<file path="src/rtl/flags_pkg.sv">
// Shared definitions for the 8088 FLAGS unit.
//   - Bit positions of the architectural flags inside the 16-bit FLAGS word.
//   - ALU update-class and single-flag-op encodings.
//   - Reserved-bit constants and a helper that forces them.
package flags_pkg;

  localparam int unsigned CF_BIT = 0;
  localparam int unsigned PF_BIT = 2;
  localparam int unsigned AF_BIT = 4;
  localparam int unsigned ZF_BIT = 6;
  localparam int unsigned SF_BIT = 7;
  localparam int unsigned TF_BIT = 8;
  localparam int unsigned IF_BIT = 9;
  localparam int unsigned DF_BIT = 10;
  localparam int unsigned OF_BIT = 11;

  // Bits 15:12 and 1 always read 1; bits 5 and 3 always read 0.
  localparam logic [15:0] RESERVED_ONES_DEF = 16'hF002;
  localparam logic [15:0] RESERVED_ZEROS    = 16'h0028;

  typedef enum logic [1:0] {
    CLS_NONE   = 2'b00,
    CLS_ARITH  = 2'b01,
    CLS_INCDEC = 2'b10,
    CLS_LOGIC  = 2'b11
  } alu_class_e;

  typedef enum logic [2:0] {
    FOP_NONE = 3'd0,
    FOP_CLC  = 3'd1,
    FOP_STC  = 3'd2,
    FOP_CMC  = 3'd3,
    FOP_CLD  = 3'd4,
    FOP_STD  = 3'd5,
    FOP_CLI  = 3'd6,
    FOP_STI  = 3'd7
  } flag_op_e;

  function automatic logic [15:0] force_reserved(input logic [15:0] f,
                                                 input logic [15:0] ones);
    return (f | ones) & ~RESERVED_ZEROS;
  endfunction

endpackage

</file>
<file path="src/rtl/flags_pend_pipe.sv">
// Delay line carrying {valid, class} of issued ALU ops until their flag
// outputs are ready.
// Ports:
//   clk_i       clock (posedge)
//   rst_i       asynchronous active-high reset, clears all valids
//   vld_i       op with a non-none class issued this cycle
//   cls_i       update class of that op
//   last_vld_o  valid of the final stage (commit this edge)
//   last_cls_o  class of the final stage
//   any_vld_o   OR of all stage valids
module flags_pend_pipe
  import flags_pkg::*;
#(
  parameter int unsigned STAGES = 2
) (
  input  logic       clk_i,
  input  logic       rst_i,
  input  logic       vld_i,
  input  alu_class_e cls_i,
  output logic       last_vld_o,
  output alu_class_e last_cls_o,
  output logic       any_vld_o
);

  logic [STAGES-1:0] vld_q;
  alu_class_e        cls_q [STAGES];

  always_ff @(posedge clk_i or posedge rst_i) begin
    if (rst_i) begin
      vld_q <= '0;
    end else begin
      vld_q[0] <= vld_i;
      for (int i = 1; i < STAGES; i++) vld_q[i] <= vld_q[i-1];
    end
  end

  // Class only matters when its valid is set, so it carries no reset.
  always_ff @(posedge clk_i) begin
    cls_q[0] <= cls_i;
    for (int i = 1; i < STAGES; i++) cls_q[i] <= cls_q[i-1];
  end

  assign last_vld_o = vld_q[STAGES-1];
  assign last_cls_o = cls_q[STAGES-1];
  assign any_vld_o  = |vld_q;

endmodule

</file>
<file path="src/rtl/flags_unit.sv">
// 8088 FLAGS register. Merges delayed ALU status outputs by update class,
// then applies direct writes (POPF/SAHF), single-flag ops and interrupt
// entry, in that order on the same edge.
// Ports:
//   CLKx4          clock, all state on posedge
//   RESET          asynchronous active-high reset
//   aluIssue       ALU op presented this cycle
//   aluClass       00 none, 01 ARITH, 10 INCDEC, 11 LOGIC
//   F_Overflow, F_Neg, F_Zero, F_AuxCarry, F_Parity, F_Carry
//                  ALU flag outputs, valid ALU_FLAG_LATENCY edges after issue
//   flagWrite      masked direct write enable
//   flagWriteData  data for direct write
//   flagWriteMask  bits replaced by direct write
//   flagOp         0 none, CLC, STC, CMC, CLD, STD, CLI, STI
//   intEntry       interrupt/trap entry: clears IF and TF
//   FLAGS          architectural FLAGS (registered)
//   carryFlag, dirFlag, intEnable, trapFlag  individual flag taps
//   flagsPending   any ALU update still in flight
module flags_unit
  import flags_pkg::*;
#(
  parameter int unsigned ALU_FLAG_LATENCY = 2,
  parameter logic [15:0] RESERVED_ONES    = RESERVED_ONES_DEF
) (
  input  logic        CLKx4,
  input  logic        RESET,
  input  logic        aluIssue,
  input  logic [1:0]  aluClass,
  input  logic        F_Overflow,
  input  logic        F_Neg,
  input  logic        F_Zero,
  input  logic        F_AuxCarry,
  input  logic        F_Parity,
  input  logic        F_Carry,
  input  logic        flagWrite,
  input  logic [15:0] flagWriteData,
  input  logic [15:0] flagWriteMask,
  input  logic [2:0]  flagOp,
  input  logic        intEntry,
  output logic [15:0] FLAGS,
  output logic        carryFlag,
  output logic        dirFlag,
  output logic        intEnable,
  output logic        trapFlag,
  output logic        flagsPending
);

  alu_class_e  issue_cls;
  logic        commit_vld;
  alu_class_e  commit_cls;
  logic [15:0] flags_q;
  logic [15:0] flags_d;

  assign issue_cls = alu_class_e'(aluClass);

  flags_pend_pipe #(
    .STAGES (ALU_FLAG_LATENCY)
  ) u_pend (
    .clk_i      (CLKx4),
    .rst_i      (RESET),
    .vld_i      (aluIssue && (issue_cls != CLS_NONE)),
    .cls_i      (issue_cls),
    .last_vld_o (commit_vld),
    .last_cls_o (commit_cls),
    .any_vld_o  (flagsPending)
  );

  // Each step below overrides the previous one, matching program order.
  always_comb begin
    flags_d = flags_q;

    if (commit_vld) begin
      case (commit_cls)
        CLS_ARITH, CLS_INCDEC: begin
          flags_d[OF_BIT] = F_Overflow;
          flags_d[SF_BIT] = F_Neg;
          flags_d[ZF_BIT] = F_Zero;
          flags_d[AF_BIT] = F_AuxCarry;
          flags_d[PF_BIT] = F_Parity;
          // INC/DEC preserve CF.
          if (commit_cls == CLS_ARITH) flags_d[CF_BIT] = F_Carry;
        end
        CLS_LOGIC: begin
          flags_d[OF_BIT] = 1'b0;
          flags_d[SF_BIT] = F_Neg;
          flags_d[ZF_BIT] = F_Zero;
          flags_d[AF_BIT] = 1'b0;
          flags_d[PF_BIT] = F_Parity;
          flags_d[CF_BIT] = 1'b0;
        end
        default: ;
      endcase
    end

    if (flagWrite) begin
      flags_d = (flags_d & ~flagWriteMask) | (flagWriteData & flagWriteMask);
    end

    case (flag_op_e'(flagOp))
      FOP_CLC: flags_d[CF_BIT] = 1'b0;
      FOP_STC: flags_d[CF_BIT] = 1'b1;
      FOP_CMC: flags_d[CF_BIT] = ~flags_d[CF_BIT];
      FOP_CLD: flags_d[DF_BIT] = 1'b0;
      FOP_STD: flags_d[DF_BIT] = 1'b1;
      FOP_CLI: flags_d[IF_BIT] = 1'b0;
      FOP_STI: flags_d[IF_BIT] = 1'b1;
      default: ;
    endcase

    if (intEntry) begin
      flags_d[IF_BIT] = 1'b0;
      flags_d[TF_BIT] = 1'b0;
    end

    // Reserved bits are fixed regardless of what was written above.
    flags_d = force_reserved(flags_d, RESERVED_ONES);
  end

  always_ff @(posedge CLKx4 or posedge RESET) begin
    if (RESET) flags_q <= RESERVED_ONES;
    else       flags_q <= flags_d;
  end

  assign FLAGS     = flags_q;
  assign carryFlag = flags_q[CF_BIT];
  assign dirFlag   = flags_q[DF_BIT];
  assign intEnable = flags_q[IF_BIT];
  assign trapFlag  = flags_q[TF_BIT];

endmodule

</file>
<file path="config.mk">
export PLATFORM = sky130hd
export DESIGN_NAME = flags_unit
export DESIGN_NICKNAME = d
export VERILOG_FILES = /design/src/rtl/flags_pkg.sv /design/src/rtl/flags_pend_pipe.sv /design/src/rtl/flags_unit.sv
export SDC_FILE = /design/constraint.sdc
export NUM_CORES = 1
export LEC_CHECK = 0
export CAP_MARGIN = 15
export CORE_MARGIN = 2
export CORE_UTILIZATION = 29
export CTS_BUF_LIST = sky130_fd_sc_hd__clkbuf_4 sky130_fd_sc_hd__clkbuf_8
export CTS_CLUSTER_SIZE = 24
export DETAILED_ROUTE_END_ITERATION = 16
export PLACE_DENSITY_LB_ADDON = 0.08
export SYNTH_ARGS = -nofsm -noshare
export SYNTH_HDL_FRONTEND = slang
export SYNTH_SLANG_ARGS = --single-unit
</file>
<file path="constraint.sdc">
create_clock -name CLKx4 -period 1.3 [get_ports CLKx4]
set_input_delay 0.26 -clock CLKx4 [delete_from_list [all_inputs] [get_ports CLKx4]]
set_output_delay 0.26 -clock CLKx4 [all_outputs]
set_load 0.01 [all_outputs]
</file>
==> flow_summary_export.csv <==
group,metric,value,unit
power_and_ir_drop,p_per_area,889,nW/um^2
finish,area_growth_syn_to_layout,65.0,%
hold_path,hold_path_class,"in -> async",
global_route,grt_use_total,0.122,
floorplan,start_util,0.301,
finish,utilization,0.496,
timing,finalHoldViolCount,0,
power_and_ir_drop,leakage,0.618,nW
timing,fmax,769,MHz
route,vias_per_cell,4.31,
logic_synthesis,synth_area,815,sq um
placed_design,place_area,1320,sq um
logic_synthesis,synth_top_area_cell,"dfrtp_1",
critical_path,crit_buf_inv,1,
cts,ctsLongestPathBuffers,2,
run,maxCapViolations,0,
cts,cts_made_buffers,3,
finish,n_fill_cell,272,
placed_design,port_buffers,47,
logic_synthesis,synth.most_common_cell,"nand2_1",
run_status,outcome,"finished, final reports clean",
route,routed_wl,1.88,mm
floorplan,core,2710,sq um
logic_synthesis,ys_top_cells_by_area,"dfrtp_1, buf_4, dfxtp_1",
logic_synthesis,synthArstFlopShare,0.733,
timing,hold_ws,0.251,ns
logic_synthesis,ys.flop_type,"dfrtp_1",
critical_path,cp-start-kind,"flop",
logic_synthesis,synthTopCellsByCount,"nand2_1, buf_4, dfrtp_1",
placed_design,place_ws,-0.196,ns
cts,h-tree-depth,1,
placed_design,dp_hpwl,1.50,mm
logic_synthesis,synth_seq_cells,15,
timing,setup_viol,0,
finish,multi_input_area,372,sq um
route,drt_iter0_drc,12,
timing,fin_worst_skew,0.00617,ns
finish,antenna_cells,0,
timing,rsz0062_at_grt,"yes",
cts,cts_tree,"yes",
floorplan,die_y,57.0,microns
timing,min_period_over_period,1.00,
cts,post_cts_buffers,0,
cts,clk_latency,0.29,ns
cts,numClockSinks,15,
critical_path,slowest_delay,0.39,ns
global_route,grt_antenna_before_repair,0,
finish,fin_area,1340,sq um
cts,cts_root_buf,"clkbuf_4",
logic_synthesis,netlist_instances,87,
timing,setup_ws,0.000146,ns
logic_synthesis,avgSynthCellArea,9.36,sq um
floorplan,ios,69,
floorplan,die-area,3250,sq um
logic_synthesis,ys_seq_area_frac,0.436,
global_route,grt_pass1_vias,698,
floorplan,die_w,57.0,microns
route,post_drt_wl_per_cell,11.1,microns
critical_path,crit_arrival,1.04,ns
critical_path,cp_max_fo,2,
finish,seqCellArea,358,sq um
finish,drive_gt1_frac,0.194,
cts,hold_buffers,0,
critical_path,worstSetupPathType,"reg -> out",
logic_synthesis,ys_types,25,
critical_path,r2r_slack,0.02,ns
route,dr.pass1.iters,2,
global_route,grt_max_degree,12,
critical_path,crit_chain,"or2_4, buf_6",
critical_path,cp_data_required_time,1.04,ns
critical_path,path_delay_family,"flip-flops",
timing,period_minus_slack,1.30,ns
route,drc,0,
critical_path,crit_path_end_kind,"output port",
placed_design,place.gp.congestion,0.768,
logic_synthesis,yosys_warnings,0,
floorplan,row_count,19,
power_and_ir_drop,vdd_drop_max,486,uV
route,vias,732,
critical_path,crit_slowest_cell,"dfrtp_1",
route,final_antenna_net_count,0,
global_route,gr-total-overflow,0,
logic_synthesis,synth_top_area_frac,0.338,
finish,nets,190,
cts,clkTransAtPathRegs,0.10,ns
timing,slew_violations,0,
global_route,grt_pass1_wl,3.04,mm
logic_synthesis,synth-edff-count,0,
[per-layer routing]
metal,global-route usage,part of all wire,up-vias
li1,-,-,376
met1,0.151,0.43,320
met2,0.197,0.47,34
met3,0.0340,0.096,2
met4,0.0598,0.0096,0
met5,0,0,-
[timing repair]
| action | 4_1_cts | 5_1_grt |
|---|---|---|
| resized for setup | 22 | 0 |
| setup endpoints to repair | 15 | 2 |
| pin swaps | 2 | 0 |
[worst paths after layout]
path	start	end	depth (start not counted)
min in group CLKx4	u_pend.cls_q[0][0]	u_pend.cls_q[0][2]	0
min	RESET	FLAGS[11]	3
max	u_pend.vld_q[0]	flagsPending	2
max in group asynchronous	RESET	FLAGS[6]	3
min reg2reg	u_pend.cls_q[0][0]	u_pend.cls_q[0][2]	0
max reg2reg	u_pend.cls_q[0][2]	FLAGS[0]	6
[flip-flops by register name, indices dropped and copies added (netlist names)]
name and cells:
FLAGS 9, u_pend.cls_q 4, u_pend.vld_q 2
[power by group]
part           internal, mW  switching, mW  total, mW
Clock                 0.117          0.166      0.282
Sequential            0.511         0.0228      0.534
Combinational         0.226          0.152      0.378
Total                 0.854          0.340       1.19
[worst reg2reg max path, cell delays in order, from the launching register on]
cell      delay [ns]
dfxtp_2         0.35
inv_2           0.04
ha_4            0.16
nor2b_4         0.14
a221oi_4        0.07
a311oi_2        0.23
mux2i_1         0.21
[cells by family (layout without fill, tap and decap cells)]
kind of cell | after synthesis | after routing | synth area share
adders and majority gates | 2 | 2 | 0.0307
DFF | 15 | 15 | 0.436
muxes | 3 | 3 | 0.0369
AOI/OAI and AO/OA | 14 | 14 | 0.152
and+or+nand+nor | 33 | 33 | 0.183
buffers and inverters | 18 | 65 | 0.152
other | 2 | 7 | 0.00922
[placed cells by master (no fill, tap or decap), types with 5 or more instances in the layout]
| cell type | Yosys | routed |
|---|---|---|
| nor2_1 | 7 | 7 |
| dfrtp_1 | 11 | 11 |
| clkdlybuf4s50_1 | 0 | 33 |
| nand2_1 | 18 | 18 |
| buf_4 | 11 | 8 |
| dlygate4sd2_1 | 0 | 13 |
| a31oi_1 | 5 | 5 |
| conb_1 | 2 | 7 |
[metrics by stage]
stage / TNS, ns / total power [mW] / std cells
6_report: 0 / 1.19 / 170
5_1_grt: -0.195 / 1.28 / 170
4_1_cts: -0.0195 / 1.22 / 170
3_5_place_dp: -1.56 / 0.959 / 166
3_3_place_gp: -1.55 / 0.953 / 166
2_1_floorplan: 0 / 0.738 / 92
[area by class of cell]
cell class,instances,area share
Multi-Input combinational cell,59,0.277
Clock buffer,3,0.0168
Clock inverter,1,0.00559
Inverter,5,0.0140
Sequential cell,15,0.266
Timing Repair Buffer,56,0.392
Tap cell,31,0.0289
No activity file was read; power rests on OpenSTA's default activity.
